$ cat src/rtl/oled_write_queue.sv
// oled_write_queue
//
// AHB-Lite slave that queues OLED commands and display data for the serializer.
// Software writes entries through three push registers. The queue presents the
// oldest entry on a show-ahead valid/ready stream.
//
// Entry format: {dnc, wide, data[15:0]}
//   dnc  = 0 command, 1 display data
//   wide = 0 send data[7:0], 1 send data[15:0]
//
// Register map (offset = HADDR[3:2] * 4)
//   0x0 W : push 8-bit command       {0, 0, HWDATA[7:0]}
//   0x4 W : push 8-bit display data  {1, 0, HWDATA[7:0]}
//   0x8 W : push 16-bit command      {0, 1, HWDATA[15:0]}
//   0xC R : status {count @ [8+CW-1:8], overflow @2, full @1, empty @0}
//   0xC W : bit0 clears overflow, bit1 flushes the queue
//
// Ports
//   HCLK, HRESETn              clock, asynchronous active-low reset
//   HSEL, HREADY, HWRITE,
//   HADDR, HWDATA, HSIZE,
//   HTRANS                     AHB-Lite slave inputs (HSIZE ignored)
//   HRDATA, HREADYOUT          AHB-Lite slave outputs (zero wait states)
//   OUT_VALID, OUT_DNC,
//   OUT_WIDE, OUT_DATA         head entry towards the serializer
//   OUT_READY                  serializer accepts the head entry
module oled_write_queue #(
  parameter int DEPTH = 8,
  localparam int CW = $clog2(DEPTH) + 1
) (
  input  logic        HCLK,
  input  logic        HRESETn,
  input  logic        HSEL,
  input  logic        HREADY,
  input  logic        HWRITE,
  input  logic [31:0] HADDR,
  input  logic [31:0] HWDATA,
  input  logic [2:0]  HSIZE,
  input  logic [1:0]  HTRANS,
  output logic [31:0] HRDATA,
  output logic        HREADYOUT,
  output logic        OUT_VALID,
  output logic        OUT_DNC,
  output logic        OUT_WIDE,
  output logic [15:0] OUT_DATA,
  input  logic        OUT_READY
);

  localparam int AW = $clog2(DEPTH);

  // Registered address-phase decode, consumed during the data phase.
  logic          dph_valid_reg;
  logic          dph_write_reg;
  logic [1:0]    dph_addr_reg;

  // Queue state.
  logic [17:0]   mem [DEPTH];
  logic [AW-1:0] wr_ptr_reg;
  logic [AW-1:0] rd_ptr_reg;
  logic [CW-1:0] count_reg;
  logic          overflow_reg;

  // Data-phase actions.
  logic          wr_cmd;
  logic          push_req;
  logic          ctrl_wr;
  logic          flush;
  logic          ov_clear;
  logic          ov_set;
  logic          push_ok;
  logic          pop;
  logic          out_valid;
  logic          full;
  logic [17:0]   push_entry;
  logic [17:0]   head;
  logic [31:0]   status;

  // Bus fields this slave never looks at.
  logic          unused_bits;
  assign unused_bits = ^{HSIZE, HADDR[31:4], HADDR[1:0], HWDATA[31:16]};

  assign HREADYOUT = 1'b1;

  always_ff @(posedge HCLK or negedge HRESETn) begin
    if (!HRESETn) begin
      dph_valid_reg <= 1'b0;
      dph_write_reg <= 1'b0;
      dph_addr_reg  <= 2'd0;
    end else begin
      dph_valid_reg <= HSEL && HREADY && (HTRANS != 2'b00);
      dph_write_reg <= HWRITE;
      dph_addr_reg  <= HADDR[3:2];
    end
  end

  assign wr_cmd    = dph_valid_reg && dph_write_reg;
  assign push_req  = wr_cmd && (dph_addr_reg != 2'd3);
  assign ctrl_wr   = wr_cmd && (dph_addr_reg == 2'd3);
  assign flush     = ctrl_wr && HWDATA[1];
  assign ov_clear  = ctrl_wr && HWDATA[0];

  assign out_valid = (count_reg != '0);
  assign full      = (count_reg == CW'(DEPTH));
  assign pop       = out_valid && OUT_READY;

  // A pop in the same cycle frees a slot, so a full queue still accepts.
  // A flush discards the push without flagging overflow.
  assign push_ok   = push_req && (!full || pop) && !flush;
  assign ov_set    = push_req && full && !pop && !flush;

  always_comb begin
    push_entry = '0;
    case (dph_addr_reg)
      2'd0:    push_entry = {2'b00, 8'h00, HWDATA[7:0]};
      2'd1:    push_entry = {2'b10, 8'h00, HWDATA[7:0]};
      default: push_entry = {2'b01, HWDATA[15:0]};
    endcase
  end

  always_ff @(posedge HCLK) begin
    if (push_ok) begin
      mem[wr_ptr_reg] <= push_entry;
    end
  end

  always_ff @(posedge HCLK or negedge HRESETn) begin
    if (!HRESETn) begin
      wr_ptr_reg   <= '0;
      rd_ptr_reg   <= '0;
      count_reg    <= '0;
      overflow_reg <= 1'b0;
    end else begin
      if (flush) begin
        wr_ptr_reg <= '0;
        rd_ptr_reg <= '0;
        count_reg  <= '0;
      end else begin
        // Pointers are AW bits wide, so they wrap modulo DEPTH on their own.
        if (push_ok) begin
          wr_ptr_reg <= wr_ptr_reg + AW'(1);
        end
        if (pop) begin
          rd_ptr_reg <= rd_ptr_reg + AW'(1);
        end
        case ({push_ok, pop})
          2'b10:   count_reg <= count_reg + CW'(1);
          2'b01:   count_reg <= count_reg - CW'(1);
          default: count_reg <= count_reg;
        endcase
      end
      // A new overflow beats a same-cycle clear.
      if (ov_set) begin
        overflow_reg <= 1'b1;
      end else if (ov_clear) begin
        overflow_reg <= 1'b0;
      end
    end
  end

  // Show-ahead head; payload forced to zero while nothing is queued.
  assign head      = mem[rd_ptr_reg];
  assign OUT_VALID = out_valid;
  assign OUT_DNC   = out_valid & head[17];
  assign OUT_WIDE  = out_valid & head[16];
  assign OUT_DATA  = out_valid ? head[15:0] : 16'h0000;

  always_comb begin
    status          = '0;
    status[0]       = ~out_valid;
    status[1]       = full;
    status[2]       = overflow_reg;
    status[8 +: CW] = count_reg;
  end

  always_comb begin
    HRDATA = 32'h0000_0000;
    if (dph_valid_reg && !dph_write_reg && (dph_addr_reg == 2'd3)) begin
      HRDATA = status;
    end
  end

endmodule
$ cat config.mk
export PLATFORM = sky130hd
export DESIGN_NAME = oled_write_queue
export DESIGN_NICKNAME = d
export VERILOG_FILES = /design/src/rtl/oled_write_queue.sv
export SDC_FILE = /design/constraint.sdc
export NUM_CORES = 1
export LEC_CHECK = 0
export ABC_CLOCK_PERIOD_IN_PS = 6790
export CAP_MARGIN = 40
export CORE_ASPECT_RATIO = 1.2
export CORE_MARGIN = 3
export CORE_UTILIZATION = 45
export DETAILED_ROUTE_END_ITERATION = 12
export GPL_ROUTABILITY_DRIVEN = 0
export GPL_TIMING_DRIVEN = 0
export PLACE_DENSITY_LB_ADDON = 0.1
export SYNTH_ARGS = -nofsm -noshare
export SYNTH_HDL_FRONTEND = slang
export SYNTH_SLANG_ARGS = --single-unit
$ cat constraint.sdc
create_clock -name HCLK -period 6.79 [get_ports HCLK]
set_clock_uncertainty 0.15 [all_clocks]
set_input_delay 1.358 -clock HCLK [delete_from_list [all_inputs] [get_ports HCLK]]
set_output_delay 1.358 -clock HCLK [all_outputs]
set_load 0.02 [all_outputs]
Yosys cells after proc, flatten, opt, wreduce, memory -nomap -nowiden
Memory sizes are Yosys's and may differ from the RTL's. Index checks and enable logic that the tools add are counted.

Bits in registers: 15. RAM bits: 144. Bits of input ports: 75. Memories: 1.

Add/sub/neg operators: 4. Equality and inequality tests: 6. Muxes and demuxes: 13. Bitwise operators: 3. Reductions and logical operators: 27.

Memory list: mem (depth 8, width 18, rd ports 1, clocked after Yosys merged registers in 0, wr ports 1, RTL line 57) `logic [17:0] mem [DEPTH];`.

Operator list (number): 18-bit one-hot mux with 2 select lines (1); 16-bit two-way mux (1); 1-bit logical AND (15); 12-bit two-way mux (1); 3-bit two-way mux (4); 4-bit one-hot mux with 2 select lines (1); 2-bit nonzero test (4); 3-bit by 1-bit adder with 3-bit output, second input constant (2); 4-bit by 1-bit adder with 4-bit output, second input constant (1); 2-bit by 1-bit == test with 1-bit output, second input constant (2); 2-bit == test, second input constant (2); 4-bit == test, second input constant (1); 1-bit logical NOT (4); 1-bit two-way mux (4); 4-bit two-way mux (1); 4-bit nonzero test (1); 4-bit by 1-bit subtractor with 4-bit output, second input constant (1); 3-bit nonzero test (1); 1-bit bitwise AND (2); 2-bit logical NOT (1); 2-bit inequality test, second input constant (1); 1-bit logical OR (1); 1-bit NOT (1).

Depth between registers and ports, before layout
Depth in word-level cells: 8. Depth in mapped cells: 8.

Worst setup path before layout
No wires, ideal clock.

Path kind: input -> register. From: in OUT_READY. To: mem mem[0][0] (enable). Library setup time: 416 ps. Data arrival time: 3499 ps. Setup slack: 2726 ps. Stages on the path: 5. Path buffers: 1. Path through: buf_2 inv_1 a311oi_2 nand2b_2 nor3_1.

Longest elaborated chain between the ends: 6.

Ends and longest elaborated chain: start, declared (RTL line 46) `input logic OUT_READY`; 1-bit logical AND (RTL line 104) `assign pop = out_valid && OUT_READY;`; 1-bit logical OR (RTL line 108) `assign push_ok = push_req && (!full || pop) && !flush;`; 1-bit logical AND (2 in series) (RTL line 108); 1-bit two-way mux (RTL line 121) `if (push_ok) begin`; 1-bit two-way mux (not written as such) (RTL line 122) `mem[wr_ptr_reg] <= push_entry;`; end, declared (RTL line 57).

No other way between the ends.

Final worst setup path
From: reg rd_ptr_reg[1]. To: out OUT_DATA[8].

Longest elaborated chain between the ends: 2.

Ends and longest elaborated chain: start, declared (RTL line 59) `logic [AW-1:0] rd_ptr_reg;`; start signal, assigned (RTL line 143) `rd_ptr_reg <= rd_ptr_reg + AW'(1);`; memory read 8 x 18 bit; 16-bit two-way mux (RTL line 165) `assign OUT_DATA = out_valid ? head[15:0] : 16'h0000;`; end, declared (RTL line 45) `output logic [15:0] OUT_DATA,`.

No other way between the ends.

==> metrics <==
status finished, final reports clean; largest family of logic cells by synthesized area multiplexers; Hold Fails Final Rpt 0; largest net degree at the start of global routing 17; vias 3506; Synth Area in XOR/XNOR 0.003911; crit path kind register to output pin; initial detailed-routing violation count 163; Max FO, Critical Path 10; hpwl dp 9208 um; Cell variety after synth 44; CTS tree yes; Core Box Area 14470 um2; Comb pwr share 0.344; WHS Path Cells 2; ANT nets after route 0; Setup crit end kind output pin; R2R Setup Slk 3.92 ns; Main synth FF type edfxtp_1; most common cell in the netlist edfxtp_1; DRC errors left 0; antenna cells 0; Clock power frac 0.288; Die Y 139.8 um; IO buf count 50; Max Transition Viols Final 0; maximum VDD drop 0.1751 mV; pin slew with the least headroom to its limit 0.8772 ns; Hold EP overflow_reg$_DFFE_PN0P_; Post-synth top cells edfxtp_1 (144), mux4_2 (36), buf_4 (29), nor2_1 (29), mux2i_1 (21); post-CTS setup buffers 0; switching share of power 0.3100; Synth warnings 0; MaxCap Viol Count 0; power density cells 381.0 nW/um2; number of synthesized flops with an enable pin 144; Via density 5.074; Syn Area/Cell 18.01 um2; worst hold path class register to register; final setup TNS 0 ns; Synth Area in Simple Gates 0.06128; Worst-Skew Late Latency 0.41 ns; # rows 48; Required @ worst endpoint 5.28 ns; die width 117.5 um; post-CTS sizing 0; mapped cell area 6718 um2; R2R Path End mem[0][16]$_DFFE_PP_; Root Driver clkbuf_16; sequential share of power 0.368; initial antenna violation count 0; CP arrival 2.99 ns; area leader, netlist edfxtp_1; DRT Pass-1 Iters 4; CP Launch Type register; share of cells above drive strength 1 0.2688; CTS Sinks 159; share of the synthesized area in the top cell type 0.6437; GRT overflow 0; first-pass GRT wire length 21280 um; H-tree depth 4; CTS Buffer Depth 2; RSZ-0062 raised after global routing false; Synth Register Bits 159; worst reg2reg path depth 7; mux cell area share after synthesis 0.1520; clock slew at reported path FFs 0.06 ns; WHS 0.4241 ns; Post-Route WL 13640 um; Max Clock Freq 222.2 MHz; Power Internal 2190 uW; Tot GR Track Use 0.1730; number of global-route vias before repair 3666; Worst Hold Launch overflow_reg$_DFFE_PN0P_; Synth Instances 373; Compound-Gate Fraction of Synth Area 0.03055; asr flop ratio synth 0.09434; Post-CTS Hold Buffers 0; sw power 983.9 uW; Nets 557; wire length per cell 19.74 um; max reg flops 144; Final Setup Violations 0; Starting Density 0.4641; Syn-to-layout area delta 23.99%; final worst path period share 0.6629; clock buffer count from CTS 17; share of the yosys chip area belonging to registers 0.6996; RR Startpoint count_reg[0]$_DFFE_PN0P_; io pins 127; Final min period 4.501 ns; Post-Synth Adder-Cell Area 0.007450; P_leak 0.002948 uW; Synth area leaders edfxtp_1 (64%), mux4_2 (12%), dfrtp_1 (5.6%), buf_4 (3.2%), mux2i_1 (3.1%); full die area 16440 um2; relative slew slack 0.4152
area by class of cell:
| cell class | count | area (um2) |
|---|---|---|
| Fill cell | 1168 | 6145 |
| Sequential cell | 159 | 4700 |
| Multi-Input combinational cell | 192 | 1837 |
| Timing Repair Buffer | 62 | 675.6 |
| Clock buffer | 20 | 436.7 |
| Buffer | 42 | 279.0 |
| Tap cell | 200 | 250.2 |
| Clock inverter | 12 | 133.9 |
| Inverter | 4 | 17.52 |
worst max path at each step:
stage / from / end / slack [ns] / depth (start not counted)
6_report: rd_ptr_reg[1]$_DFFE_PN0P_ / OUT_DATA[8] / 2.29 / 6
3_5_place_dp: rd_ptr_reg[1]$_DFFE_PN0P_ / OUT_DATA[8] / 2.72 / 6
5_1_grt: rd_ptr_reg[1]$_DFFE_PN0P_ / OUT_DNC / 2.16 / 6
3_3_place_gp: OUT_READY / mem[0][2]$_DFFE_PP_ / 1.14 / 5
4_1_cts: rd_ptr_reg[1]$_DFFE_PN0P_ / OUT_DATA[8] / 2.27 / 6
2_1_floorplan: OUT_READY / mem[0][0]$_DFFE_PP_ / 2.73 / 5
metrics by stage:
step / worst slack [ns] / util / power, uW / instance area [um2] / instances
finish: 2.289 / 0.5755 / 3174 / 8329 / 691
global route: 2.156 / 0.5755 / 3327 / 8329 / 691
CTS: 2.265 / 0.5755 / 3214 / 8329 / 691
detailed placement: 2.723 / 0.5360 / 2294 / 7759 / 659
global placement: 1.143 / 0.5222 / 2265 / 7559 / 647
floorplan: 2.726 / - / 1908 / 6808 / 397
placed cells by master (no fill, tap or decap), types with 4 or more instances in the layout:
| master | Yosys | layout |
|---|---|---|
| nor2_2 | 0 | 6 |
| mux4_2 | 36 | 36 |
| clkbuf_16 | 0 | 17 |
| conb_1 | 2 | 26 |
| nor2_1 | 29 | 23 |
| buf_8 | 0 | 4 |
| buf_4 | 29 | 31 |
| and2_1 | 14 | 14 |
| o21ai_0 | 4 | 4 |
| buf_6 | 1 | 5 |
| clkinvlp_4 | 0 | 4 |
| ha_1 | 4 | 4 |
| mux2i_1 | 21 | 21 |
| clkdlybuf4s50_1 | 0 | 50 |
| a21oi_1 | 5 | 5 |
| edfxtp_1 | 144 | 144 |
| clkbuf_1 | 3 | 6 |
| buf_1 | 5 | 5 |
| dfrtp_1 | 15 | 15 |
| nand2_1 | 14 | 14 |
cell families after synthesis:
logic type	count (synthesis)
adders and majority gates	4
buffers and inverters	46
muxes	57
and+or+nand+nor	80
DFF	159
xor gates and xnor gates	3
other	2
AOI/OAI and AO/OA	22
power by group through the flow:
stage                     combinational [uW]  sequential (uW)  clock [uW]
final                                   1090             1170         915
after CTS                               1110             1170         934
after detailed placement                1110             1190           0
after global routing                    1180             1170         974
after floorplan                          733             1180           0
after global placement                  1080             1180           0
per-layer routing:
metal	vias to the layer above	wire length, um	global-route usage
met5	-	0	0
met4	0	225	0.05679
met3	18	587	0.03862
met2	88	7032	0.2957
met1	1783	5797	0.2212
li1	1617	-	-
critical path, stage by stage, from the launching register on:
cell and delay (ns):
dfrtp_1 0.35, clkbuf_2 0.29, buf_1 0.70, mux4_2 0.41, mux2i_1 0.19, nor2_1 0.07
clkdlybuf4s50_1 0.56
Note: power is estimated with default switching activity, not from simulation.
